`config.mk`:
```
export PLATFORM = sky130hd
export DESIGN_NAME = frame_draw_scheduler
export DESIGN_NICKNAME = d
export VERILOG_FILES = /design/src/rtl/frame_draw_scheduler.sv
export SDC_FILE = /design/constraint.sdc
export NUM_CORES = 1
export LEC_CHECK = 0
export CAP_MARGIN = 25
export CORE_MARGIN = 2
export CORE_UTILIZATION = 55
export CTS_CLUSTER_DIAMETER = 30
export CTS_CLUSTER_SIZE = 10
export DETAILED_ROUTE_END_ITERATION = 6
export PLACE_DENSITY = 0.8
export SLEW_MARGIN = 20
export SYNTH_ARGS = -nofsm -noshare
export SYNTH_HDL_FRONTEND = slang
export SYNTH_SLANG_ARGS = --single-unit
export TNS_END_PERCENT = 30
```
`constraint.sdc`:
```
create_clock -name clk -period 2.1 [get_ports clk]
set_clock_uncertainty 0.15 [all_clocks]
set_input_delay 0.42 -clock clk [delete_from_list [all_inputs] [get_ports clk]]
set_output_delay 0.42 -clock clk [all_outputs]
set_load 0.03 [all_outputs]
```
`src/rtl/frame_draw_scheduler.sv`:
```
// Per-frame draw sequencer: walks the mode/enable-filtered item list, raising one
// draw line at a time, with a plot_done watchdog and frame-overrun accounting.
module frame_draw_scheduler #(
  parameter int TIMEOUT_CYCLES = 131072,
  parameter int GAP_CYCLES     = 2,
  parameter int OVR_W          = 8
) (
  input  logic             clk,
  input  logic             reset,
  input  logic             frame_tick,
  input  logic [1:0]       mode,
  input  logic [7:0]       en_mask,
  input  logic             plot_done,
  input  logic             err_clear,
  output logic [7:0]       draw_sel,
  output logic             busy,
  output logic             frame_done,
  output logic             err_timeout,
  output logic             overrun,
  output logic [OVR_W-1:0] overrun_count
);

  localparam int WD_W = $clog2(TIMEOUT_CYCLES) + 1;

  typedef enum logic [2:0] {S_IDLE, S_SCAN, S_DRAW, S_GAP, S_END} state_e;

  state_e           state_q, state_d;
  logic [7:0]       mask_q, mask_d;
  logic [3:0]       idx_q, idx_d;
  logic [2:0]       cur_q, cur_d;
  logic [WD_W-1:0]  wd_q, wd_d;
  logic [3:0]       gap_q, gap_d;
  logic             err_timeout_q, err_timeout_d;
  logic             overrun_q, overrun_d;
  logic [OVR_W-1:0] overrun_count_q, overrun_count_d;

  logic             found;
  logic [2:0]       found_idx;
  logic             busy_st, tick_accept, timeout_evt, overrun_evt;

  function automatic logic [7:0] mode_mask(input logic [1:0] m);
    case (m)
      2'd0:    return 8'h01;
      2'd1:    return 8'h02;
      2'd2:    return 8'hFC;
      default: return 8'h00;
    endcase
  endfunction

  // Lowest latched item at or above the resume index; descending loop keeps the lowest.
  always_comb begin
    found     = 1'b0;
    found_idx = 3'd0;
    for (int i = 7; i >= 0; i--) begin
      if (mask_q[i] && (4'(i) >= idx_q)) begin
        found     = 1'b1;
        found_idx = 3'(i);
      end
    end
  end

  assign busy_st     = (state_q == S_SCAN) || (state_q == S_DRAW) || (state_q == S_GAP);
  assign tick_accept = frame_tick && ((state_q == S_IDLE) || (state_q == S_END));
  assign overrun_evt = frame_tick && busy_st;

  always_comb begin
    state_d     = state_q;
    mask_d      = mask_q;
    idx_d       = idx_q;
    cur_d       = cur_q;
    wd_d        = wd_q;
    gap_d       = gap_q;
    timeout_evt = 1'b0;

    case (state_q)
      S_IDLE, S_END: begin
        state_d = S_IDLE;
        if (tick_accept) begin
          mask_d  = mode_mask(mode) & en_mask;
          idx_d   = 4'd0;
          state_d = S_SCAN;
        end
      end
      S_SCAN: begin
        if (found) begin
          cur_d   = found_idx;
          wd_d    = '0;
          state_d = S_DRAW;
        end else begin
          state_d = S_END;
        end
      end
      S_DRAW: begin
        if (plot_done) begin
          gap_d   = 4'd0;
          state_d = S_GAP;
        end else if (wd_q == WD_W'(TIMEOUT_CYCLES - 1)) begin
          timeout_evt = 1'b1;
          gap_d       = 4'd0;
          state_d     = S_GAP;
        end else begin
          wd_d = wd_q + 1'b1;
        end
      end
      S_GAP: begin
        if (gap_q == 4'(GAP_CYCLES - 1)) begin
          idx_d   = 4'(cur_q) + 4'd1;
          state_d = S_SCAN;
        end else begin
          gap_d = gap_q + 4'd1;
        end
      end
      default: state_d = S_IDLE;
    endcase
  end

  // Sticky status: a new event in the same cycle beats err_clear.
  always_comb begin
    err_timeout_d   = err_timeout_q;
    overrun_d       = overrun_q;
    overrun_count_d = overrun_count_q;
    if (timeout_evt)    err_timeout_d = 1'b1;
    else if (err_clear) err_timeout_d = 1'b0;
    if (overrun_evt) begin
      overrun_d = 1'b1;
      if (overrun_count_q != '1) overrun_count_d = overrun_count_q + 1'b1;
    end else if (err_clear) begin
      overrun_d       = 1'b0;
      overrun_count_d = '0;
    end
  end

  always_ff @(posedge clk) begin
    if (reset) begin
      state_q         <= S_IDLE;
      mask_q          <= '0;
      idx_q           <= '0;
      cur_q           <= '0;
      wd_q            <= '0;
      gap_q           <= '0;
      err_timeout_q   <= 1'b0;
      overrun_q       <= 1'b0;
      overrun_count_q <= '0;
    end else begin
      state_q         <= state_d;
      mask_q          <= mask_d;
      idx_q           <= idx_d;
      cur_q           <= cur_d;
      wd_q            <= wd_d;
      gap_q           <= gap_d;
      err_timeout_q   <= err_timeout_d;
      overrun_q       <= overrun_d;
      overrun_count_q <= overrun_count_d;
    end
  end

  assign draw_sel      = (state_q == S_DRAW) ? (8'h01 << cur_q) : 8'h00;
  assign busy          = busy_st;
  assign frame_done    = (state_q == S_END);
  assign err_timeout   = err_timeout_q;
  assign overrun       = overrun_q;
  assign overrun_count = overrun_count_q;

endmodule

```
==> results.toml <==
[outcome]
outcome = "completed"

[floorplan]
placeableCoreArea_um2 = 4630
floorplan.initialDensity_pct = 56.2
top_level_ports = 35
dieWidth_um = 72.8
rows = 25
die_outline_area_um2 = 5300
fp.dieH_um = 72.8

[yosys]
synthesized_net_count = 343
ys_dominant_reg_cell = "sky130_fd_sc_hd__dfxtp_1"
synth_seq_area_share_pct = 38.4
postSynth.asyncResetShare_pct = 0
syn_area_per_cell_um2 = 8.19
postSynthRegisterBits = 50
yosysWarningCount = 0
yosys.cell_types.count = 57
post_synth_instance_area_um2 = 2600
number_of_synthesized_flops_with_an_enable_pin = 0
netlist_instances = 318

[pwr]
p_total_mw = 1.76
static-leakage-power_nw = 1.20
p_int_mw = 1.33
netSwitchingFraction_pct = 24.8
power.share.sequential_pct = 55.2
powerDensity_nw_per_um2 = 547
clkPwrFrac_pct = 32.3
power.ir.vdd_worst_mv = 0.512
combPwrFrac_pct = 12.5
switchingPower_uw = 436

[routing]
antenna_left = 0
detailedRoute.firstIterationViolations = 148
detailroute.via_count = 2385
drt_first_pass_iters = 5
totalWireLength_um = 5630
post_drt_via_cell_ratio = 5.64
wl_per_cell_um = 13.3
post_detailed_route_drc_marker_count = 0

[min_path]
min_to = "mask_q[0]"
hold_path_startpoint = "mask_q[0]"
hold_depth = 2
min_path_type = "reg2reg"

[grt]
global_route_wire_length_before_repair_um = 9780
grt_remaining_overflow = 0
global_route_usage_sum_pct = 23.0
grt_antenna_before_repair = 0
grt_max_degree = 19
number_of_global_route_vias_before_repair = 2259

[timing]
slew_headroom_pct = 67.5
worst-slew-pin-transition_ns = 0.484
final_critical_path_time_including_i_o_delays_and_setup_ns = 2.02
postLayoutSetupSlackWorst_ns = 0.0756
min_period_over_period_pct = 96.4
report.final.slew_viol_count = 0
rsz0062_at_grt = "true"
fmaxAchievable_mhz = 494
hold_viol = 0
hold-worst-slack_ns = 0.314
fin_tns_setup_ns = 0
setup_violations = 0

[final_layout]
antenna_cells = 0
final_util_pct = 69.5
final_standard_cell_count_with_taps_included_and_fillers_excluded = 423
fillcell_total = 374
signed_area_change_from_the_synthesized_netlist_to_the_final_layout_pct = 23.6
final_layout_size_suffix_gt1_share_pct = 15.2
multi_input_area_um2 = 1520
layout.nets = 393
seq_area_um2 = 1000
final_design_area_no_fill_um2 = 3220

[clocking]
post_cts_buffers = 0
tritoncts.num_buffers = 5
clk_root_buffer_cell = "sky130_fd_sc_hd__clkbuf_8"
cts_max_path_buffers = 2
clock_sink_count = 50
clk_latency_ns = 0.29
cts_tree = "yes"
clk_pin_slew_worst_paths_ns = 0.08
clock_tree.htree_level_count = 2

[worst_setup_path]
reg2reg_slack_ns = 0.12
critical_path_class = "reg2out"
arrival_time_at_the_worst_endpoint_ns = 1.45
timing.critical_path.fanout_max = 3
timing.rr.end = "wd_q[15]"
reg2reg_from = "state_q[0]"
worstRegToRegCells = 6
startpoint_type = "flop"
critical_path_required_ns = 1.53
worstSetupEndpointType = "output port"

[placed_design]
place.detailed.instances = 415
io_buffer_count = 34
globalplace.congestion = 0.829
place_ws_ns = -0.186
postPlaceCellArea_um2 = 3110
hpwl_um = 4160

[flow_run]
maxCapViolations = 0
repair_timing:
item | 4_1_cts | 5_1_grt
resized for setup | 3 | 8
pin swaps | 0 | 0
hold buffers | 0 | 0
setup endpoints to repair | 10 | 24
worst max-delay path: stages, from the launching register on:
cell and delay, ns:
sky130_fd_sc_hd__dfxtp_1 0.37, sky130_fd_sc_hd__buf_4 0.14, sky130_fd_sc_hd__clkdlybuf4s50_1 0.66
how the worst max path moves through the flow:
stage,start,slack [ns],cells after the start,endpoint
after floorplan,overrun_count[0],0.03,7,overrun_count[2]
after global placement,plot_done,-0.17,6,wd_q[15]
after detailed placement,plot_done,-0.19,7,wd_q[7]
after CTS,state_q[2],0.01,5,draw_sel[2]
after global routing,wd_q[0],-0.006,8,wd_q[3]
final,overrun_count[0],0.08,2,overrun_count[0]
power groups by stage:
stage	combinational, mW	sequential [mW]	clock, mW
after floorplan	0.120	0.994	0
after global placement	0.212	0.993	0
after detailed placement	0.216	0.994	0
after CTS	0.214	0.971	0.580
after global routing	0.241	0.975	0.626
final	0.220	0.973	0.569
state kept, by name, indices dropped and copies added (netlist names):
signal / cells
overrun: 1
err_timeout: 1
idx_q: 4
overrun_count: 8
gap_q: 4
mask_q: 8
state_q: 3
cur_q: 3
wd_q: 18
layer usage:
layer / wire length, um / track usage (%) / up-vias
li1: - / - / 1218
met1: 2560 / 29.2 / 1106
met2: 2800 / 39.5 / 55
met3: 206 / 4.83 / 6
met4: 61 / 6.17 / 0
met5: 0 / 0 / -
synth_stat cells, drive strengths merged, types with 2 or more instances:
cell	n	area share (%)
a211o	2	0.72
a21boi	2	0.58
a21oi	33	6.9
a22oi	3	0.86
a2bb2oi	2	0.67
a31oi	3	0.72
and2	5	1.2
and3	10	2.4
and4	2	0.77
buf	6	1.3
clkbuf	7	1.0
dfxtp	50	38
ha	10	4.8
inv	10	1.4
nand2	29	4.3
nand2b	5	1.2
nand3	24	4.6
nand4	7	1.7
nand4b	4	1.3
nor2	42	6.1
nor2b	2	0.48
nor3	7	1.3
nor4	2	1.1
o2111ai	2	0.91
o211ai	2	0.58
o21ai	6	1.2
o22ai	2	0.48
or2	3	0.72
or3	4	1.2
xnor2	10	3.4
xor2	8	2.7
cell families after synthesis:
family	after synthesis	synth area share (%)
simple gates	153	30.8
compound gates	63	15.8
flops	50	38.4
buf+inv	23	3.80
xor+xnor	18	6.05
fa+ha+maj	10	4.81
mux	1	0.384
layout by cell type, fill, tap and decap left out, types with 2 or more instances in the layout:
| master | synthesis | final |
|---|---|---|
| sky130_fd_sc_hd__o21ai_1 | 0 | 2 |
| sky130_fd_sc_hd__or2_2 | 3 | 3 |
| sky130_fd_sc_hd__a2bb2oi_1 | 2 | 2 |
| sky130_fd_sc_hd__a31oi_1 | 3 | 3 |
| sky130_fd_sc_hd__nor2b_1 | 2 | 2 |
| sky130_fd_sc_hd__inv_1 | 10 | 10 |
| sky130_fd_sc_hd__a21oi_1 | 31 | 30 |
| sky130_fd_sc_hd__dlygate4sd2_1 | 0 | 2 |
| sky130_fd_sc_hd__clkbuf_8 | 0 | 6 |
| sky130_fd_sc_hd__nand2b_1 | 5 | 4 |
| sky130_fd_sc_hd__xnor2_1 | 10 | 10 |
| sky130_fd_sc_hd__dfxtp_1 | 50 | 48 |
| sky130_fd_sc_hd__nand4b_1 | 4 | 4 |
| sky130_fd_sc_hd__dfxtp_2 | 0 | 2 |
| sky130_fd_sc_hd__xor2_1 | 8 | 8 |
| sky130_fd_sc_hd__nor2_1 | 42 | 41 |
| sky130_fd_sc_hd__nor3_1 | 7 | 7 |
| sky130_fd_sc_hd__nand3_1 | 24 | 24 |
| sky130_fd_sc_hd__nand2_1 | 28 | 28 |
| sky130_fd_sc_hd__or3_1 | 3 | 3 |
| sky130_fd_sc_hd__and3_1 | 10 | 10 |
| sky130_fd_sc_hd__clkdlybuf4s50_1 | 0 | 24 |
| sky130_fd_sc_hd__a22oi_1 | 3 | 3 |
| sky130_fd_sc_hd__buf_4 | 0 | 29 |
| sky130_fd_sc_hd__o211ai_1 | 2 | 2 |
| sky130_fd_sc_hd__ha_1 | 10 | 10 |
| sky130_fd_sc_hd__a21oi_2 | 1 | 2 |
| sky130_fd_sc_hd__and2_1 | 4 | 4 |
| sky130_fd_sc_hd__nand4_1 | 7 | 7 |
| sky130_fd_sc_hd__o22ai_1 | 2 | 2 |
| sky130_fd_sc_hd__o21ai_0 | 6 | 4 |
cell type report:
class,count,area share [%]
clock buffers,7,2.68
inverters,10,1.17
clock inverters,1,0.156
well taps,54,2.10
repair buffers,56,15.4
multi-input cells,245,47.3
flip-flops and latches,50,31.2
Note: power is estimated with default switching activity, not from simulation.
